<file path="src/rtl/song_player.sv">
// Song ROM sequencer: fetches (note, duration) pairs for the selected song and
// plays each note for its duration followed by a silent articulation gap.
module song_player #(
    parameter int ADDR_W     = 9,
    parameter int NOTE_W     = 4,
    parameter int DUR_W      = 32,
    parameter int GAP_CYCLES = 2_000_000
) (
    input  logic              clk,
    input  logic              rst,
    input  logic              start,
    input  logic              stop,
    input  logic              pause,
    input  logic              loop,
    input  logic [3:0]        song_sel,
    output logic [ADDR_W-1:0] rom_address,
    output logic [3:0]        rom_song,
    input  logic [NOTE_W-1:0] rom_note,
    input  logic [DUR_W-1:0]  rom_duration,
    output logic [NOTE_W-1:0] note_out,
    output logic              playing,
    output logic [ADDR_W-1:0] note_index,
    output logic              done
);

    typedef enum logic [2:0] {
        S_IDLE,
        S_FETCH,
        S_PLAY,
        S_GAP,
        S_DONE
    } state_t;

    localparam bit               HAS_GAP  = (GAP_CYCLES > 0);
    localparam logic [DUR_W-1:0] GAP_LOAD = HAS_GAP ? DUR_W'(GAP_CYCLES - 1) : '0;

    state_t              state_q, state_d;
    logic [ADDR_W-1:0]   rom_address_q, rom_address_d;
    logic [3:0]          rom_song_q, rom_song_d;
    logic [NOTE_W-1:0]   note_out_q, note_out_d;
    logic [NOTE_W-1:0]   note_q, note_d;
    logic [ADDR_W-1:0]   note_index_q, note_index_d;
    logic [DUR_W-1:0]    counter_q, counter_d;
    logic                done_q, done_d;
    logic                playing_q, playing_d;
    logic                advance;

    always_ff @(posedge clk or posedge rst) begin
        if (rst) begin
            state_q       <= S_IDLE;
            rom_address_q <= '0;
            rom_song_q    <= '0;
            note_out_q    <= '0;
            note_q        <= '0;
            note_index_q  <= '0;
            counter_q     <= '0;
            done_q        <= 1'b0;
            playing_q     <= 1'b0;
        end else begin
            state_q       <= state_d;
            rom_address_q <= rom_address_d;
            rom_song_q    <= rom_song_d;
            note_out_q    <= note_out_d;
            note_q        <= note_d;
            note_index_q  <= note_index_d;
            counter_q     <= counter_d;
            done_q        <= done_d;
            playing_q     <= playing_d;
        end
    end

    always_comb begin
        state_d       = state_q;
        rom_address_d = rom_address_q;
        rom_song_d    = rom_song_q;
        note_out_d    = note_out_q;
        note_d        = note_q;
        note_index_d  = note_index_q;
        counter_d     = counter_q;
        done_d        = 1'b0;
        advance       = 1'b0;

        if (state_q == S_IDLE) begin
            note_out_d = '0;
            if (start && !stop) begin
                rom_song_d    = song_sel;
                rom_address_d = '0;
                state_d       = S_FETCH;
            end
        end else if (stop) begin
            state_d       = S_IDLE;
            note_out_d    = '0;
            rom_address_d = '0;
        end else if (pause) begin
            // Everything freezes; the latched note comes back once pause drops.
            note_out_d = '0;
        end else begin
            case (state_q)
                S_FETCH: begin
                    if (rom_duration == '0) begin
                        state_d = S_DONE;
                    end else begin
                        note_d       = rom_note;
                        note_out_d   = rom_note;
                        note_index_d = rom_address_q;
                        counter_d    = rom_duration - 1'b1;
                        state_d      = S_PLAY;
                    end
                end
                S_PLAY: begin
                    if (counter_q == '0) begin
                        note_out_d = '0;
                        if (HAS_GAP) begin
                            counter_d = GAP_LOAD;
                            state_d   = S_GAP;
                        end else begin
                            advance = 1'b1;
                        end
                    end else begin
                        counter_d  = counter_q - 1'b1;
                        note_out_d = note_q;
                    end
                end
                S_GAP: begin
                    note_out_d = '0;
                    if (counter_q == '0) begin
                        advance = 1'b1;
                    end else begin
                        counter_d = counter_q - 1'b1;
                    end
                end
                S_DONE: begin
                    if (loop) begin
                        rom_address_d = '0;
                        state_d       = S_FETCH;
                    end else begin
                        done_d  = 1'b1;
                        state_d = S_IDLE;
                    end
                end
                default: state_d = S_IDLE;
            endcase
        end

        // The last ROM address ends the song rather than wrapping to 0.
        if (advance) begin
            if (rom_address_q == '1) begin
                state_d = S_DONE;
            end else begin
                rom_address_d = rom_address_q + 1'b1;
                state_d       = S_FETCH;
            end
        end

        playing_d = (state_d != S_IDLE);
    end

    assign rom_address = rom_address_q;
    assign rom_song    = rom_song_q;
    assign note_out    = note_out_q;
    assign playing     = playing_q;
    assign note_index  = note_index_q;
    assign done        = done_q;

endmodule

</file>
<file path="config.mk">
export PLATFORM = sky130hd
export DESIGN_NAME = song_player
export DESIGN_NICKNAME = d
export VERILOG_FILES = /design/src/rtl/song_player.sv
export SDC_FILE = /design/constraint.sdc
export NUM_CORES = 1
export LEC_CHECK = 0
export CAP_MARGIN = 20
export CORE_UTILIZATION = 33
export DETAILED_ROUTE_END_ITERATION = 12
export GPL_TIMING_DRIVEN = 0
export PLACE_DENSITY = 0.57
export SYNTH_ARGS = -nofsm -noshare
export SYNTH_HDL_FRONTEND = slang
export SYNTH_SLANG_ARGS = --single-unit
</file>
<file path="constraint.sdc">
create_clock -name clk -period 2.4 [get_ports clk]
set_input_delay 0.48 -clock clk [delete_from_list [all_inputs] [get_ports clk]]
set_output_delay 0.48 -clock clk [all_outputs]
set_load 0.02 [all_outputs]
</file>
==> metrics.yaml <==
outcome: "finished with violations"
violations: "negative setup slack"
reg2reg_depth: 8
pwr-share-seq: 0.405
arrival_ns: 2.80
crit_start: "rom_duration[25]"
tns_ns: -5.53
crit_top_cell: "or4_4"
hpwl_mm: 10.6
num_vias: 4784
final.period_utilization: 1.08
grt_pass1_vias: 4880
cts_tree: "done"
syn_nets: 565
layout_setup_ws_ns: -0.183
clkPwrFrac: 0.314
port_buffers: 72
syn_area_um2: 4540
ys_seq_elements: 67
postSynthAreaPerCell_um2: 8.85
r2r-start: "counter_q[2]$_DFFE_PP0P_"
crit_required_ns: 2.62
dpl_cell_area_um2: 5560
p_comb_frac: 0.280
area_growth_pct: 45.4
yosysUniqueCellTypes: 64
rsz0062_at_grt: "true"
yosysTopAreaCellShare: 0.369
final_antenna_net_count: 0
synth_edf_count: 0
cp_cell_sequence: "buf_8 -> or4_4 -> or4_4 -> or4_4 -> and3_4 -> buf_8 -> a22o_1"
hold_path_class: "input pin to async pin"
overflow: 0
clkSinkCount: 67
ys_seq_area_frac: 0.369
min_period_ns: 2.58
synth_top_area_cell: "dfrtp_1"
synth_most_common_cell: "dfrtp_1"
syn_inst: 513
cts-root-buf: "clkbuf_16"
holdWs_ns: 0.430
ir_drop_mv: 0.322
p_sw_mw: 1.46
finClkSkew_ns: 0.00749
synth_warnings: 0
drt_pass1_iterations: 5
io_pins: 74
setup_violations: 50
cts_hold_buf: 0
gp_congestion: 0.905
insertedDiodeCount: 0
r2r_setup_slack_ns: -0.05
dp.cells: 763
worst_setup_path_start_kind: "input pin"
maxSlewHeadroom: 0.562
crit_end: "counter_q[12]$_DFFE_PP0P_"
clk-insertion-delay-late_ns: 0.33
final_area_um2: 6600
finalNonFillerCells: 817
synth_area_leaders: "dfrtp_1, nor4_1, mux2_2"
row_count: 42
antenna_found_initial: 0
synthArstFlopShare: 1.00
cp-end-kind: "flop"
drc_errors: 0
maxCapViolCount: 0
grt_pass1_wl_mm: 25.5
die_area_um2: 14200
layout-drive-gt1-share: 0.253
slew_violations: 0
avgViaCountPerCell: 5.86
clk_pin_slew_ns: 0.06
core_area_um2: 13300
initial_utilization: 0.340
wl_per_cell_um: 19.6
wl_mm: 16.0
cpMaxStageDelayCell: "or4_4"
synth_common_cells: "dfrtp_1, nand2_1, nor2_1"
die_w_um: 119
leakage_nw: 2.62
worst_path_largest_cell_delay_ns: 0.59
grt_usage: 0.231
critPathMaxFanout: 5
clk_path_buf_depth: 2
path_class: "input pin to flop"
hold_viol: 0
worst_pin_slew_ns: 0.656
power_density_nw_per_um2: 653
die_height_um: 119
intPower_mw: 2.85
synth_ff_type: "dfrtp_1"
grt_max_degree: 54
fmax_mhz: 387
h-tree-depth: 3
cts_buffers: 9
r2r-end: "counter_q[12]$_DFFE_PP0P_"
switching_share: 0.339
drt_iter0_drc: 291
nets: 690
## flip-flops by register name, indices dropped and copies added, names as in the netlist
register     cells
note_q           4
done             1
playing          1
note_out         4
rom_address      9
counter_q       32
state_q          3
note_index       9
rom_song         4
## metal layers
metal / GRT usage / vias to the layer above / wire (µm)
li1: - / 2200 / -
met1: 0.293 / 2298 / 6550
met2: 0.378 / 239 / 7480
met3: 0.0445 / 47 / 1360
met4: 0.108 / 0 / 591
met5: 0 / - / 0
## placed cells by master (no fill, tap or decap), types with 9 or more instances in the layout
cell / count
a21oi_1: 18
a22o_1: 14
buf_4: 37
clkbuf_16: 9
clkdlybuf4s50_1: 55
dfrtp_1: 65
dlymetal6s2s_1: 11
inv_1: 11
mux2_2: 15
nand2_1: 36
nand3_1: 16
nand4_1: 11
nor2_1: 34
nor3_1: 24
nor4_1: 22
nor4_4: 9
o21ai_0: 16
o21ai_1: 11
o2bb2ai_1: 11
xor2_1: 19
## power by group through the flow
| stage | clock network, mW | registers [mW] | logic [mW] |
|---|---|---|---|
| CTS | 1.38 | 1.71 | 1.13 |
| detailed placement | 0 | 1.70 | 0.986 |
| floorplan | 0 | 1.66 | 0.630 |
| finish | 1.35 | 1.75 | 1.21 |
| global placement | 0 | 1.69 | 0.964 |
| global route | 1.43 | 1.79 | 1.30 |
## critical path: cells and delay by family
family	cells	cell delay, ns
AND/OR/NAND/NOR	4	1.85
buffers and inverters	2	0.24
AO/OA/AOI/OAI	1	0.23
## cell type report
class | instances | area, µm²
fill | 1269 | 6750
multi-input combinational | 406 | 3010
sequential | 67 | 1680
timing repair buffer | 115 | 1140
clock buffer | 12 | 267
tap | 176 | 220
buffer | 24 | 190
inverter | 15 | 58.8
clock inverter | 2 | 35.0
## per-stage QoR
stage	total power [mW]	util	setup slack [ns]
6_report	4.31	0.495	-0.183
5_1_grt	4.52	0.495	-0.212
4_1_cts	4.22	0.479	-0.233
3_3_place_gp	2.65	0.414	-1.19
3_5_place_dp	2.69	0.417	-1.14
2_1_floorplan	2.29	-	-0.205
## what timing repair did
action / in CTS / in global routing
pin swaps: 23 / 15
gates resized for setup: 90 / 41
gates cloned: 4 / 0
buffers inserted: 27 / 11
setup endpoints to repair: 66 / 60
## logic make-up (layout without fill, tap and decap cells)
family	Yosys count	in the layout	share of synthesized area
xor gates and xnor gates	27	27	0.0521
DFF	67	67	0.369
buffers and inverters	41	168	0.0438
AOI/OAI and AO/OA	135	135	0.204
adders and majority gates	6	6	0.0165
and+or+nand+nor	218	219	0.268
muxes	19	19	0.0466
## worst min path at each step
stage | to | cells after the start | startpoint
2_1_floorplan | note_q[3]$_DFFE_PP0P_ | 1 | note_q[3]$_DFFE_PP0P_
3_3_place_gp | note_q[3]$_DFFE_PP0P_ | 1 | note_q[3]$_DFFE_PP0P_
3_5_place_dp | note_q[3]$_DFFE_PP0P_ | 1 | note_q[3]$_DFFE_PP0P_
4_1_cts | counter_q[5]$_DFFE_PP0P_ | 2 | rst
5_1_grt | counter_q[5]$_DFFE_PP0P_ | 2 | rst
6_report | counter_q[5]$_DFFE_PP0P_ | 2 | rst
Note: power is estimated with default switching activity, not from simulation.
==> variant 1, RTL diff (config.mk and constraints unchanged) <==
Take the reset off `rom_address_q` and load it in a clocked block of its own.
--- a/src/rtl/song_player.sv
+++ b/src/rtl/song_player.sv
@@ -50,3 +50,2 @@
             state_q       <= S_IDLE;
-            rom_address_q <= '0;
             rom_song_q    <= '0;
@@ -60,3 +59,2 @@
             state_q       <= state_d;
-            rom_address_q <= rom_address_d;
             rom_song_q    <= rom_song_d;
@@ -69,2 +67,6 @@
         end
+    end
+
+    always_ff @(posedge clk) begin
+        rom_address_q <= rom_address_d;
     end
Function: same outputs for any inputs over 4 cycles, from zero or initial values and one cycle with rst high; that may be too few to reach the edited logic, so the function may still have changed.
==> variant 1 against the original RTL <==
- the run still ends with negative setup slack left
- count of clock-buffer cells in the layout fell by 1
- combinational power decreased by 12%
- utilization about the same
- synthesized area increased by 0.83%
- sequential share of layout area fell by 0.77 points
- worst setup slack worse by 0.21 ns
- total power fell by 2.8%
- register-to-register slack got worse by 0.12 ns
- final area is 0.49% higher
- non-clock buffer count fell by 2
- sequential cell count stayed put
- wire length increased by 1.9%
- critical path depth rose by 2
==> variant 1: results <==
group,metric,value,unit
synth,ys_seq_area_share,35.6,%
outcome,status,"finished, violations left",
placement,io_buffers,73,
grt,antenna_found_initial,0,
timing,setup_tns,-17.21,ns
critical_path,crit_arrival,3.01,ns
synth,netlist_top_cells_count,"58 x dfrtp_1, 34 x nand3_1, 34 x nor2_1",
placement,post_dp_cell_area,5620,um^2
critical_path,crit_fanout,6,
critical_path,reg2reg_depth,7,
critical_path,critPathLaunch,"rom_duration[12]",
grt,grt_max_degree,34,
route,drt-met1-wl,6920,um
route,totalWireLength,16300,um
cells_and_area,antennaDiodeCount,0,
timing,worst_slack,-0.391,ns
route,dr_wl_met3,1080,um
outcome,violations,"negative setup slack",
pwr,p_leak,2.43,nW
grt,grt_pass1_wl,25400,um
placement,place.gp.congestion,0.882,
placement,dp_slack,-1.45,ns
hold_path,hold_path_class,"flip-flop to flip-flop",
pwr,vdd_drop_max,336,uV
hold_path,worstHoldStart,"counter_q[13]",
synth,synth.distinct_cells,58,
placement,dp_hpwl,11100,um
grt,first_global_vias,4657,
route,first_pass_iters,7,
route,via_count,4880,
cells_and_area,nets,689,
grt,grt_usage,23.1,%
synth,synth_nets,575,
synth,synthArstFlopShare,86.6,%
timing,clock_skew,0.00980,ns
critical_path,max_stage_delay,0.56,ns
synth,synth.area.top_cells,"dfrtp_1 32%, dfxtp_1 3.9%, nand3_1 3.7%",
route,routed-wl-met2,7720,um
timing,finalSetupViolations,52,
route,drt_iter0_drc,407,
timing,worst_slew_pin_slew,0.690,ns
cells_and_area,drive_above_1_share,25.4,%
critical_path,timing.rr.start,"state_q[2]",
-- variant 1: per-stage QoR --
step	utilization (%)	instances
global placement	41.8	772
detailed placement	41.9	773
finish	49.5	818
CTS	47.6	815
global route	49.5	818
floorplan	-	523
-- variant 1: worst paths after layout --
path	to	slack (ns)
min reg2reg	counter_q[13]	0.50
max	counter_q[23]	-0.39
min in group asynchronous	counter_q[11]	0.56
max reg2reg	counter_q[19]	-0.17
min	counter_q[13]	0.50
max in group asynchronous	rom_song[3]	1.23
-- variant 1: critical path, delay by kind of cell --
| family | cells | cell delay, ns |
|---|---|---|
| buf+inv | 3 | 0.42 |
| compound gates | 3 | 0.50 |
| simple gates | 3 | 1.62 |
-- variant 1: power by group --
part	internal [W]	leakage, nW	total, W	switching, W
Sequential	0.00134	0.798	0.00162	0.000280
Combinational	0.000528	1.47	0.00107	0.000541
Clock	0.000970	0.162	0.00149	0.000525
-- variant 1: layout make-up --
cell class,count,area [um^2]
multi-input cells,413,3160
repair buffers,109,1060
fillers,1260,6770
clock inverters,5,85.1
inverters,9,33.8
clock buffers,11,253
flip-flops and latches,67,1640
plain buffers,28,183
well taps,176,220
-- variant 1: logic make-up (layout without fill, tap and decap cells) --
kind of cell,after synthesis,count (layout),share of synthesized area (%)
mux,19,19,5.44
simple gates,228,228,27.6
buf+inv,43,162,4.48
xor+xnor,26,26,4.97
flops,67,67,35.6
compound gates,134,134,20.2
fa+ha+maj,6,6,1.64
-- variant 1: routing by layer --
metal	up-vias	track usage [%]
li1	2234	-
met1	2380	30.2
met2	230	37.3
met3	36	2.76
met4	0	12.3
met5	-	0
-- variant 1: timing repair --
item | 4_1_cts | 5_1_grt
resized for setup | 94 | 60
endpoints found under the setup margin | 62 | 62
gates cloned | 4 | 0
buffers inserted | 26 | 6
pin swaps | 26 | 17
==> variant 2, RTL diff (same settings) <==
Made on the original files. Change the parameter `NOTE_W` from 4 to 3.
--- a/src/rtl/song_player.sv
+++ b/src/rtl/song_player.sv
@@ -4,3 +4,3 @@
     parameter int ADDR_W     = 9,
-    parameter int NOTE_W     = 4,
+    parameter int NOTE_W     = 3,
     parameter int DUR_W      = 32,
Interface: changed (resized note_out and rom_note); port bits go from 74 to 72. No check against the original RTL was run, so the function may have changed too.
==> variant 2 against the original RTL <==
- the flow still finishes with violations (negative setup slack)
- cell count down 3.9%
- synthesized cell count down 5.1%
- final area down 3.4%
- first-iteration DRC count up 22%
- worst setup slack better by 0.00073 ns
- die area down 3.6%
- count of clock-buffer cells in the layout unchanged
- wire length down 7.5%
- sequential cell count down 2
- sequential power down 10%
- clock skew down 0.00067 ns
- synthesized area down 3.6%
- total power down 8.6%
==> variant 2: results <==
group,metric,value,unit
critical_path,timing.rr.start,"counter_q[13]",
synth,synth.distinct_cells,60,
synth,synth_compound_area_share,22.1,%
synth,synth.area.top_cells,"dfrtp_1 37%, o22ai_1 5.0%, a22o_1 4.6%",
synth,synthArstFlopShare,100,%
placement,io_buffers,71,
cells_and_area,regMostFlops,"counter_q",
pwr,p_leak,2.52,nW
synth,netlist_top_cells_count,"65 x dfrtp_1, 36 x nand2_1, 35 x o22ai_1",
hold_path,hold_path_class,"flip-flop to flip-flop",
timing,setup_tns,-6.22,ns
route,totalWireLength,14800,um
timing,finalSetupViolations,48,
timing,slew_headroom,44.5,%
cells_and_area,nets,659,
cts,cts-htree-levels,3,
synth,netlist_instances,487,
pwr,intPower,0.00264,W
cells_and_area,nFillCells,1165,
timing,clock_skew,0.00682,ns
grt,grt_pass1_wl,23200,um
critical_path,reg2reg_depth,9,
grt,grt_usage,22.3,%
hold_path,whs_path_depth,1,
synth,synth_xor_area_share,5.40,%
critical_path,reg2reg_slack,-0.16,ns
placement,post_dp_cell_area,5340,um^2
cells_and_area,drive_above_1_share,25.9,%
cts,clk_pin_slew_worst_paths,0.06,ns
cells_and_area,fin_cells,785,
route,via_count,4584,
cells_and_area,largest_reg_flops,32,
route,ant_nets,0,
placement,dp_hpwl,9810,um
placement,place.gp.congestion,0.870,
synth,synthAdderAreaFrac,1.72,%
synth,synth_nets,538,
timing,worst_slack,-0.182,ns
synth,ys_seq_area_share,37.2,%
synth,ys_warn_count,0,
grt,first_global_vias,4414,
cts,clock_latency,0.34,ns
placement,placed_cells,730,
synth,muxShareOfSynthArea,4.83,%
pwr,vdd_drop_max,289,uV
cts,cts.path.max_buffers,2,
grt,antenna_found_initial,0,
outcome,violations,"negative setup slack",
critical_path,crit_fanout,10,
grt,grt_max_degree,66,
route,first_pass_iters,5,
outcome,status,"finished, violations left",
critical_path,regToRegEndpoint,"counter_q[11]",
cts,cts-root-buf,"clkbuf_16",
hold_path,worstHoldStart,"counter_q[10]",
cts,numCtsBuffers,9,
hold_path,hold_path_end,"counter_q[10]",
route,drt_iter0_drc,355,
critical_path,crit_arrival,2.80,ns
-- variant 2: cell count changes in the layout (fill, tap and decap cells not counted), moves of 9 or more --
cell | unedited run | this run
a21oi_1 | 18 | 9
a22o_1 | 14 | 23
clkdlybuf4s50_1 | 55 | 44
dlygate4sd2_1 | 2 | 16
dlymetal6s2s_1 | 11 | 2
nor2_1 | 34 | 24
nor4_1 | 22 | 12
o22ai_1 | 7 | 29
-- variant 2: through the flow --
stage / total power, W / hold WS (ns) / setup slack, ns
4_1_cts: 0.00386 / 0.508 / -0.192
6_report: 0.00394 / 0.501 / -0.182
5_1_grt: 0.00414 / 0.520 / -0.244
3_3_place_gp: 0.00246 / 0.479 / -1.27
2_1_floorplan: 0.00213 / 0.458 / -0.346
3_5_place_dp: 0.00248 / 0.486 / -1.30
-- variant 2: critical path, cell delays in order --
cell,delay (ns)
buf_8,0.10
or4_4,0.53
or2_4,0.29
or4_4,0.50
and4_4,0.19
or2_1,0.22
buf_6,0.15
buf_12,0.15
a22o_1,0.19
-- variant 2: worst max path at each step --
| stage | startpoint | slack (ns) | endpoint | depth (start not counted) |
|---|---|---|---|---|
| floorplan | rom_duration[27] | -0.35 | counter_q[8] | 9 |
| global placement | rom_duration[7] | -1.27 | counter_q[8] | 10 |
| detailed placement | rom_duration[7] | -1.30 | counter_q[26] | 10 |
| CTS | rom_duration[27] | -0.19 | counter_q[8] | 9 |
| global route | rom_duration[13] | -0.24 | counter_q[12] | 9 |
| finish | rom_duration[26] | -0.18 | counter_q[11] | 9 |
-- variant 2: what timing repair did --
item | 4_1_cts | 5_1_grt
pin swaps | 32 | 35
endpoints found under the setup margin | 59 | 57
buffers inserted | 23 | 15
gates cloned | 4 | 0
hold endpoints to repair | 0 | 0
resized for setup | 103 | 58
-- variant 2: cell type report --
| cell class | instances | area, um^2 | share of cell area [%] |
|---|---|---|---|
| Buffer | 27 | 264 | 4.14 |
| Tap cell | 172 | 215 | 3.37 |
| Clock inverter | 4 | 27.5 | 0.432 |
| Clock buffer | 12 | 256 | 4.02 |
| Timing Repair Buffer | 111 | 1070 | 16.8 |
| Multi-Input combinational cell | 377 | 2850 | 44.7 |
| Sequential cell | 65 | 1630 | 25.5 |
| Inverter | 17 | 66.3 | 1.04 |
-- variant 2: power by group through the flow --
| stage | sequential (W) | clock (W) | combinational [W] |
|---|---|---|---|
| after floorplan | 0.00153 | 0 | 0.000603 |
| after global placement | 0.00156 | 0 | 0.000902 |
| after detailed placement | 0.00156 | 0 | 0.000917 |
| after CTS | 0.00156 | 0.00128 | 0.00102 |
| after global routing | 0.00160 | 0.00134 | 0.00120 |
| final | 0.00157 | 0.00126 | 0.00111 |
-- variant 2: per-layer routing --
metal	global-route usage (%)	share of wire, %
met1	28.6	43
met2	36.7	47
met3	4.53	7.7
met4	9.03	2.2
met5	0	0
